--- src/rtl/adc_sequencer_pkg.sv ---
// Shared types and widths for the ADC conversion sequencer.
// Latency: n/a (definitions only).
// Backpressure: n/a.
package adc_sequencer_pkg;

    localparam int CHANNEL_WIDTH = 5;
    localparam int DATA_WIDTH    = 12;
    localparam int TMO_WIDTH     = 8;

    // Sequencer FSM states.
    typedef enum logic [1:0] {
        ST_IDLE  = 2'd0,
        ST_ISSUE = 2'd1,
        ST_WAIT  = 2'd2
    } state_e;

    // Destination of the conversion result currently in flight.
    typedef enum logic [1:0] {
        TGT_AUDIO = 2'd0,
        TGT_AUX0  = 2'd1,
        TGT_AUX1  = 2'd2
    } target_e;

endpackage

--- src/rtl/adc_sequencer_rate_divider.sv ---
// Free-running divider: one-cycle tick every DIVIDE clocks.
// Latency: first tick DIVIDE cycles after reset release, registered output.
// Backpressure: none, ticks are never held.
module adc_sequencer_rate_divider #(
    parameter int DIVIDE = 1000
) (
    input  logic clk,
    input  logic rst,
    output logic tick_out
);

    localparam int CW = (DIVIDE > 2) ? $clog2(DIVIDE) : 1;
    localparam logic [CW-1:0] LAST = CW'(DIVIDE - 1);

    logic [CW-1:0] cnt_q, cnt_d;
    logic          tick_q, tick_d;

    // Next count wraps at DIVIDE-1; the tick is registered off the wrap.
    always_comb begin
        cnt_d  = (cnt_q == LAST) ? '0 : cnt_q + CW'(1);
        tick_d = (cnt_q == LAST);
    end

    // Counter and tick registers.
    always_ff @(posedge clk) begin
        if (rst) begin
            cnt_q  <= '0;
            tick_q <= 1'b0;
        end else begin
            cnt_q  <= cnt_d;
            tick_q <= tick_d;
        end
    end

    assign tick_out = tick_q;

endmodule

--- src/rtl/adc_sequencer.sv ---
// Schedules ADC conversions: periodic audio channel interleaved with two aux channels.
// Latency: tick -> command valid in 2 cycles; response -> result strobe in 1 cycle.
// Backpressure: command held until command_ready_in; aux results held until ack; audio strobe has none.
module adc_sequencer
    import adc_sequencer_pkg::*;
#(
    parameter int AUDIO_DIVIDE = 1000,
    parameter int AUX_DIVIDE   = 100000,
    parameter int TIMEOUT      = 255
) (
    input  logic                     clk,
    input  logic                     rst,
    input  logic [CHANNEL_WIDTH-1:0] audio_channel_in,
    input  logic [CHANNEL_WIDTH-1:0] aux0_channel_in,
    input  logic [CHANNEL_WIDTH-1:0] aux1_channel_in,
    output logic                     command_valid_out,
    output logic [CHANNEL_WIDTH-1:0] command_channel_out,
    output logic                     command_startofpacket_out,
    output logic                     command_endofpacket_out,
    input  logic                     command_ready_in,
    input  logic                     response_valid_in,
    input  logic [CHANNEL_WIDTH-1:0] response_channel_in,
    input  logic [DATA_WIDTH-1:0]    response_data_in,
    output logic [DATA_WIDTH-1:0]    audio_out,
    output logic                     audio_stb_out,
    output logic [DATA_WIDTH-1:0]    aux0_out,
    output logic                     aux0_stb_out,
    input  logic                     aux0_ack_in,
    output logic [DATA_WIDTH-1:0]    aux1_out,
    output logic                     aux1_stb_out,
    input  logic                     aux1_ack_in,
    output logic                     overrun_out,
    output logic                     timeout_out,
    input  logic                     clear_errors_in
);

    localparam logic [TMO_WIDTH-1:0] TMO_LIMIT = TMO_WIDTH'(TIMEOUT);

    logic audio_tick, aux_tick;

    adc_sequencer_rate_divider #(.DIVIDE(AUDIO_DIVIDE)) u_audio_div (
        .clk      (clk),
        .rst      (rst),
        .tick_out (audio_tick)
    );

    adc_sequencer_rate_divider #(.DIVIDE(AUX_DIVIDE)) u_aux_div (
        .clk      (clk),
        .rst      (rst),
        .tick_out (aux_tick)
    );

    state_e                   state_q, state_d;
    target_e                  tgt_q, tgt_d;
    logic [CHANNEL_WIDTH-1:0] chan_q, chan_d;
    logic                     cmd_vld_q, cmd_vld_d;
    logic [TMO_WIDTH-1:0]     tmo_cnt_q, tmo_cnt_d;
    logic                     audio_pend_q, audio_pend_d;
    logic                     aux0_pend_q, aux0_pend_d;
    logic                     aux1_pend_q, aux1_pend_d;
    logic [DATA_WIDTH-1:0]    audio_dat_q, audio_dat_d;
    logic                     audio_stb_q, audio_stb_d;
    logic [DATA_WIDTH-1:0]    aux0_dat_q, aux0_dat_d;
    logic                     aux0_stb_q, aux0_stb_d;
    logic [DATA_WIDTH-1:0]    aux1_dat_q, aux1_dat_d;
    logic                     aux1_stb_q, aux1_stb_d;
    logic                     overrun_q, overrun_d;
    logic                     timeout_q, timeout_d;

    logic issue_fire, resp_hit, tmo_hit;
    logic audio_issued, aux0_issued, aux1_issued;
    logic aux0_wr, aux1_wr;

    assign issue_fire   = (state_q == ST_ISSUE) && cmd_vld_q && command_ready_in;
    assign resp_hit     = (state_q == ST_WAIT) && response_valid_in && (response_channel_in == chan_q);
    assign tmo_hit      = (state_q == ST_WAIT) && !resp_hit && ((tmo_cnt_q + TMO_WIDTH'(1)) == TMO_LIMIT);
    assign audio_issued = issue_fire && (tgt_q == TGT_AUDIO);
    assign aux0_issued  = issue_fire && (tgt_q == TGT_AUX0);
    assign aux1_issued  = issue_fire && (tgt_q == TGT_AUX1);

    // Sequencer next state: arbitration, handshake, response capture, error flags.
    always_comb begin
        state_d     = state_q;
        tgt_d       = tgt_q;
        chan_d      = chan_q;
        cmd_vld_d   = cmd_vld_q;
        tmo_cnt_d   = tmo_cnt_q;
        audio_dat_d = audio_dat_q;
        audio_stb_d = 1'b0;
        aux0_dat_d  = aux0_dat_q;
        aux1_dat_d  = aux1_dat_q;
        aux0_wr     = 1'b0;
        aux1_wr     = 1'b0;

        case (state_q)
            ST_IDLE: begin
                // Fixed priority: the audio stream must not slip behind housekeeping.
                if (audio_pend_q) begin
                    chan_d    = audio_channel_in;
                    tgt_d     = TGT_AUDIO;
                    cmd_vld_d = 1'b1;
                    state_d   = ST_ISSUE;
                end else if (aux0_pend_q) begin
                    chan_d    = aux0_channel_in;
                    tgt_d     = TGT_AUX0;
                    cmd_vld_d = 1'b1;
                    state_d   = ST_ISSUE;
                end else if (aux1_pend_q) begin
                    chan_d    = aux1_channel_in;
                    tgt_d     = TGT_AUX1;
                    cmd_vld_d = 1'b1;
                    state_d   = ST_ISSUE;
                end
            end
            ST_ISSUE: begin
                if (issue_fire) begin
                    cmd_vld_d = 1'b0;
                    tmo_cnt_d = '0;
                    state_d   = ST_WAIT;
                end
            end
            ST_WAIT: begin
                if (resp_hit) begin
                    state_d = ST_IDLE;
                    case (tgt_q)
                        TGT_AUDIO: begin
                            audio_dat_d = response_data_in;
                            audio_stb_d = 1'b1;
                        end
                        TGT_AUX0: begin
                            aux0_dat_d = response_data_in;
                            aux0_wr    = 1'b1;
                        end
                        default: begin
                            aux1_dat_d = response_data_in;
                            aux1_wr    = 1'b1;
                        end
                    endcase
                end else if (tmo_hit) begin
                    tmo_cnt_d = tmo_cnt_q + TMO_WIDTH'(1);
                    state_d   = ST_IDLE;
                end else begin
                    tmo_cnt_d = tmo_cnt_q + TMO_WIDTH'(1);
                end
            end
            default: begin
                state_d   = ST_IDLE;
                cmd_vld_d = 1'b0;
            end
        endcase

        // A write in the same cycle as an ack keeps the strobe up for the new value.
        aux0_stb_d = aux0_wr | (aux0_stb_q & ~aux0_ack_in);
        aux1_stb_d = aux1_wr | (aux1_stb_q & ~aux1_ack_in);

        audio_pend_d = (audio_pend_q & ~audio_issued) | audio_tick;
        aux0_pend_d  = (aux0_pend_q & ~aux0_issued) | aux_tick;
        aux1_pend_d  = (aux1_pend_q & ~aux1_issued) | aux_tick;

        // Set events take precedence over a simultaneous clear.
        overrun_d = (audio_tick & audio_pend_q & ~audio_issued) | (overrun_q & ~clear_errors_in);
        timeout_d = tmo_hit | (timeout_q & ~clear_errors_in);
    end

    // All sequencer state and registered outputs.
    always_ff @(posedge clk) begin
        if (rst) begin
            state_q      <= ST_IDLE;
            tgt_q        <= TGT_AUDIO;
            chan_q       <= '0;
            cmd_vld_q    <= 1'b0;
            tmo_cnt_q    <= '0;
            audio_pend_q <= 1'b0;
            aux0_pend_q  <= 1'b0;
            aux1_pend_q  <= 1'b0;
            audio_dat_q  <= '0;
            audio_stb_q  <= 1'b0;
            aux0_dat_q   <= '0;
            aux0_stb_q   <= 1'b0;
            aux1_dat_q   <= '0;
            aux1_stb_q   <= 1'b0;
            overrun_q    <= 1'b0;
            timeout_q    <= 1'b0;
        end else begin
            state_q      <= state_d;
            tgt_q        <= tgt_d;
            chan_q       <= chan_d;
            cmd_vld_q    <= cmd_vld_d;
            tmo_cnt_q    <= tmo_cnt_d;
            audio_pend_q <= audio_pend_d;
            aux0_pend_q  <= aux0_pend_d;
            aux1_pend_q  <= aux1_pend_d;
            audio_dat_q  <= audio_dat_d;
            audio_stb_q  <= audio_stb_d;
            aux0_dat_q   <= aux0_dat_d;
            aux0_stb_q   <= aux0_stb_d;
            aux1_dat_q   <= aux1_dat_d;
            aux1_stb_q   <= aux1_stb_d;
            overrun_q    <= overrun_d;
            timeout_q    <= timeout_d;
        end
    end

    assign command_valid_out         = cmd_vld_q;
    assign command_channel_out       = chan_q;
    assign command_startofpacket_out = cmd_vld_q;
    assign command_endofpacket_out   = cmd_vld_q;
    assign audio_out                 = audio_dat_q;
    assign audio_stb_out             = audio_stb_q;
    assign aux0_out                  = aux0_dat_q;
    assign aux0_stb_out              = aux0_stb_q;
    assign aux1_out                  = aux1_dat_q;
    assign aux1_stb_out              = aux1_stb_q;
    assign overrun_out               = overrun_q;
    assign timeout_out               = timeout_q;

endmodule

--- config.mk ---
export PLATFORM = sky130hd
export DESIGN_NAME = adc_sequencer
export DESIGN_NICKNAME = d
export VERILOG_FILES = /design/src/rtl/adc_sequencer_pkg.sv /design/src/rtl/adc_sequencer_rate_divider.sv /design/src/rtl/adc_sequencer.sv
export SDC_FILE = /design/constraint.sdc
export NUM_CORES = 1
export LEC_CHECK = 0
export CAP_MARGIN = 5
export CORE_MARGIN = 5
export CORE_UTILIZATION = 35
export CTS_CLUSTER_SIZE = 30
export DETAILED_ROUTE_END_ITERATION = 7
export SLEW_MARGIN = 40
export SYNTH_ARGS = -nofsm -noshare
export SYNTH_HDL_FRONTEND = slang
export SYNTH_SLANG_ARGS = --single-unit
--- constraint.sdc ---
create_clock -name clk -period 4.3 [get_ports clk]
set_input_delay 0.86 -clock clk [delete_from_list [all_inputs] [get_ports clk]]
set_output_delay 0.86 -clock clk [all_outputs]
set_load 0.02 [all_outputs]
Yosys cells after proc, flatten, opt, wreduce, memory -nomap -nowiden
Cells that the tools add are included.
Widths: inputs -> output; s select.
{"block": "word_totals", "reg_bits": 91, "in_bits": 39, "out_inout_bits": 49, "word_cells": 113}
{"block": "classes", "n_addsub": 3, "eq_ne": 12, "n_mux": 28, "bitwise": 25, "reduce_logical": 25}
{"cell": "$mux 2", "count": 9}
{"cell": "$reduce_and 3->1", "count": 6}
{"cell": "$add 17x1->17 const B", "count": 1}
{"cell": "$eq 17x17->1 const B", "count": 1}
{"cell": "$mux 8", "count": 2}
{"cell": "$pmux 8 s2", "count": 1}
{"cell": "$mux 5", "count": 3}
{"cell": "$mux 1", "count": 11}
{"cell": "$add 10x1->10 const B", "count": 1}
{"cell": "$eq 10x10->1 const B", "count": 1}
{"cell": "$and 1x1->1", "count": 9}
{"cell": "$logic_and 1x1->1", "count": 9}
{"cell": "$not 1->1", "count": 9}
{"cell": "$add 8x1->8 const B", "count": 1}
{"cell": "$eq 8x8->1 const B", "count": 1}
{"cell": "$or 1x1->1", "count": 7}
{"cell": "$pmux 2 s3", "count": 1}
{"cell": "$reduce_or 2->1", "count": 3}
{"cell": "$eq 5x5->1", "count": 1}
{"cell": "$eq 2x1->1 const B", "count": 2}
{"cell": "$eq 2x2->1 const B", "count": 2}
{"cell": "$logic_not 2->1", "count": 2}
{"cell": "$ne 2x2->1 const B", "count": 2}
{"cell": "$ne 4x4->1 const B", "count": 1}
{"cell": "other kinds (7)", "count": 7}

Logic depth before layout (Yosys ltp)
{"block": "logic_depth", "depth_word": 9, "ltp_mapped": 8, "depth_no_buf": 6}

Hierarchy
A second synthesis with hierarchy kept.
{"block": "hier_totals", "cells_unflattened": 421, "area_unflattened_um2": 3950.0}
{"mod": "adc_sequencer", "n_inst": 1, "cells_each": 278, "area_each_um2": 2662.6, "seq_area_each_um2": 1241.2}
{"mod": "adc_sequencer_rate_divider (u_aux_div)", "n_inst": 1, "cells_each": 89, "area_each_um2": 802.0, "seq_area_each_um2": 360.3}
{"mod": "adc_sequencer_rate_divider (u_audio_div)", "n_inst": 1, "cells_each": 54, "area_each_um2": 485.5, "seq_area_each_um2": 220.2}

Worst setup path after synthesis
No wires, ideal clock.
{"block": "synth_timing", "kind": "input to register", "startpoint": "in response_channel_in[0]", "endpoint": "reg aux0_dat_q[10] (netlist: aux0_out[10])", "setup_ps": 128, "arrival_time_ps": 2118, "required_ps": 4172, "path_slack_ps": 2055, "cell_stages": 6, "path_buffers": 1, "path_cell_list": "xnor2_1 > nand4_4 > nor4b_4 > buf_6 > mux2i_1 > nor2_1"}
{"block": "synth_between", "elab_chain_len": 3}
{"item": "start, declared", "line_no": "adc_sequencer.sv:22", "source": "input logic [CHANNEL_WIDTH-1:0] response_channel_in,"}
{"item": "$eq 5x5->1", "line_no": "adc_sequencer.sv:75", "source": "assign resp_hit = (state_q == ST_WAIT) && response_valid_in && (response_channel_in == chan_q);"}
{"item": "$logic_and 1x1->1", "line_no": "adc_sequencer.sv:75"}
{"item": "$reduce_and 3->1 (no line)"}
{"item": "end signal, assigned", "line_no": "adc_sequencer.sv:195", "source": "aux0_dat_q <= aux0_dat_d;"}
{"item": "end, declared", "line_no": "adc_sequencer.sv:63", "source": "logic [DATA_WIDTH-1:0] aux0_dat_q, aux0_dat_d;"}
No other way between the ends.
A chain may end at the register's enable or synchronous reset.

Worst setup path after layout
{"block": "layout_timing", "startpoint": "in response_channel_in[0]", "endpoint": "reg tmo_cnt_q[1]"}
{"block": "layout_between", "elab_chain_len": 4}
{"item": "$eq 5x5->1", "line_no": "adc_sequencer.sv:75"}
{"item": "$logic_and 1x1->1", "line_no": "adc_sequencer.sv:75"}
{"item": "$ne 2x2->1 (no line)"}
{"item": "$reduce_and 3->1 (no line)"}
{"item": "end signal, assigned", "line_no": "adc_sequencer.sv:189", "source": "tmo_cnt_q <= tmo_cnt_d;"}
{"item": "end, declared", "line_no": "adc_sequencer.sv:57", "source": "logic [TMO_WIDTH-1:0] tmo_cnt_q, tmo_cnt_d;"}
No other way between the ends.

==> impl_metrics.py <==
metrics = {
    "clock_tree": {
        "cts_resized": 0,
        "clockBufferDepth": 2,
        "htree_levels": 3,
        "post_cts_buffers": 0,
        "clkTransAtPathRegs_ns": 0.09,
        "clock_latency_ns": 0.36,
        "cts_buffers": 9,
        "cts.sinks": 91,
        "holdBufCountCts": 0,
        "root_buffer": "clkbuf_8",
        "cts_tree": "built",
    },
    "floorplan": {
        "top_level_ports": 88,
        "die-area_um2": 13300,
        "fp-row-count": 38,
        "die_h_um": 115,
        "core_um2": 10800,
        "die_x_um": 115,
        "start_util": 0.358,
    },
    "synthesis": {
        "yosysWarnings": 0,
        "syn_area_per_cell_um2": 9.23,
        "synthesis.area_um2": 3880,
        "netlist_instances": 420,
        "yosysTopAreaCell": "dfxtp_1",
        "synth_enable_flop_cells": 0,
        "async_flop_share": 0,
        "yosys.area.top_type_share": 0.470,
        "ys_seq_area_frac": 0.470,
        "synth_fp_nets": 463,
        "ys_types": 48,
        "synth_flop_cell": "dfxtp_1",
        "synth_area_leaders": "dfxtp_1 47%, mux2i_1 12%, nor2_1 8.7%, xnor2_1 4.5%, nand3_1 2.6%",
        "synth.ff_latch_count": 91,
    },
    "setup_path": {
        "r2r_cells": 5,
        "cp_slowest_cell": "o21ai_2",
        "r2r-end": "tmo_cnt_q[1]",
        "critPathArrivalTime_ns": 2.75,
        "cp_max_fo": 13,
        "worstReg2RegStart": "command_channel_out[0]",
        "setup.worst_path.class": "in2reg",
        "endpoint": "tmo_cnt_q[1]",
        "cp-end-kind": "flip-flop",
        "crit_start": "response_channel_in[0]",
        "worstPathCellList": "clkdlybuf4s50_1 > xnor2_1 > nand4_4 > o21ai_2 > mux2_2 > nor2_1",
        "cp.required_ns": 4.60,
        "worstSetupStartpointType": "input pin",
        "regToRegSetupSlack_ns": 2.40,
        "max_stage_delay_ns": 0.51,
    },
    "detailed_routing": {
        "first_pass_iters": 4,
        "drt-total-wl_um": 8930,
        "drc": 0,
        "vias": 3083,
        "vias_per_cell": 4.76,
        "wl_per_cell_um": 13.8,
        "ant_nets": 0,
        "drtIter0Drc": 136,
    },
    "layout": {
        "final_cell_mix": "91 x dfxtp_1, 90 x nor2_1, 86 x clkdlybuf4s50_1",
        "fin_util": 0.464,
        "layout_commonest_cell": "dfxtp_1",
        "insertedDiodeCount": 0,
        "nets": 546,
        "stdcell_count": 648,
        "layout-drive-gt1-share": 0.0650,
        "area_delta_synth_final_pct": 29.6,
    },
    "power_and_ir_drop": {
        "p_leak_nw": 1.65,
        "p_per_area_nw_per_um2": 289,
        "ir_drop_mv": 0.128,
    },
    "place": {
        "dp_cells": 632,
        "dpl.hpwl_um": 6280,
        "place.gp.congestion": 0.791,
        "dpl_worst_slack_ns": 1.22,
        "port_buffers": 87,
    },
    "sta": {
        "rsz0062_at_grt": "false",
        "fmax_mhz": 407,
        "layout_setup_ws_ns": 1.85,
        "worst_slew_pin_slew_ns": 0.707,
        "timing.final.crit_share": 0.571,
        "fin_crit_ns": 2.45,
        "tns_ns": 0,
        "fin_worst_skew_ns": 0.0131,
        "slew-limit-headroom": 0.529,
        "final_hold_viol_count": 0,
        "setup_viol": 0,
        "slew_viol_final": 0,
    },
    "grt": {
        "antenna_found_initial": 0,
        "globalRouteOverflowTotal": 0,
        "grt_pass1_wl_um": 14900,
        "grt_max_degree": 68,
        "grtUsageTotal": 0.139,
        "grt_pass1_vias": 3037,
    },
    "hold_path": {
        "hold_path_class": "reg2reg",
        "hold_path_depth": 1,
    },
    "flow_run": {
        "drv_cap": 0,
    },
    "outcome": {
        "outcome": "complete, no violations",
    },
}
## cells by family after synthesis
kind of cell	after synthesis	synth area share
mux	47	0.122
fa+ha+maj	4	0.0129
flops	91	0.470
buf+inv	31	0.0400
compound gates	38	0.0594
simple gates	178	0.226
xor+xnor	31	0.0700
## metal layers
| layer | wire length (um) | vias up | track usage |
|---|---|---|---|
| li1 | - | 1590 | - |
| met2 | 4100 | 60 | 0.216 |
| met4 | 198 | 0 | 0.0587 |
| met5 | 0 | - | 0 |
| met1 | 4180 | 1419 | 0.182 |
| met3 | 451 | 14 | 0.0363 |
## cell type report
class,count,area (um2)
repair buffers,91,896
fillers,1095,5820
inverters,12,45.0
clock buffers,10,128
well taps,140,175
multi-input cells,298,1910
flip-flops and latches,91,1820
clock inverters,6,50.0
## synth_stat cells (4+ instances only)
library cell   n
clkbuf_1       9
nor3_1        10
inv_1         12
and3_1         5
xnor2_1       20
a21oi_1       14
nand3_1       20
mux2i_1       46
ha_1           4
nor2_1        90
xor2_1        11
or3_1          5
dfxtp_1       91
nand2_1       17
o21ai_0       11
nand4_1        8
## stage by stage
step,power (W),hold slack (ns),area [um2]
floorplan,0.000898,0.418,3880
global placement,0.000942,0.430,4840
detailed placement,0.000944,0.444,4840
CTS,0.00148,0.463,5020
global route,0.00153,0.485,5020
finish,0.00145,0.464,5020
## sequential cells by signal, indices dropped and copies added, names as in the netlist, 2 cells and up
register / flops
u_audio_div.cnt_q: 10
state_q: 2
tgt_q: 2
aux1_out: 12
aux0_out: 12
u_aux_div.cnt_q: 17
tmo_cnt_q: 8
audio_out: 12
command_channel_out: 5
## power by group
part / internal [W] / switching [W]
Clock: 0.000217 / 0.000314
Combinational: 0.0000402 / 0.0000323
Sequential: 0.000847 / 0.00000437
Total: 0.00110 / 0.000350
## worst max-delay path: cells and delay by family
kind	cells	cell delay (ns)
and+or+nand+nor	2	0.31
AOI/OAI and AO/OA	1	0.51
xor gates and xnor gates	1	0.26
buffers and inverters	1	0.42
muxes	1	0.39
## worst min-delay path by stage
stage | from | to | slack, ns
after global routing | u_audio_div.cnt_q[0] | u_audio_div.cnt_q[0] | 0.48
after floorplan | u_audio_div.cnt_q[0] | u_audio_div.cnt_q[0] | 0.42
after CTS | u_audio_div.cnt_q[0] | u_audio_div.cnt_q[0] | 0.46
after detailed placement | u_audio_div.cnt_q[0] | u_audio_div.cnt_q[0] | 0.44
final | u_audio_div.cnt_q[0] | u_audio_div.cnt_q[0] | 0.46
after global placement | u_audio_div.cnt_q[0] | u_audio_div.cnt_q[0] | 0.43
(Power assumes the default switching activity.)
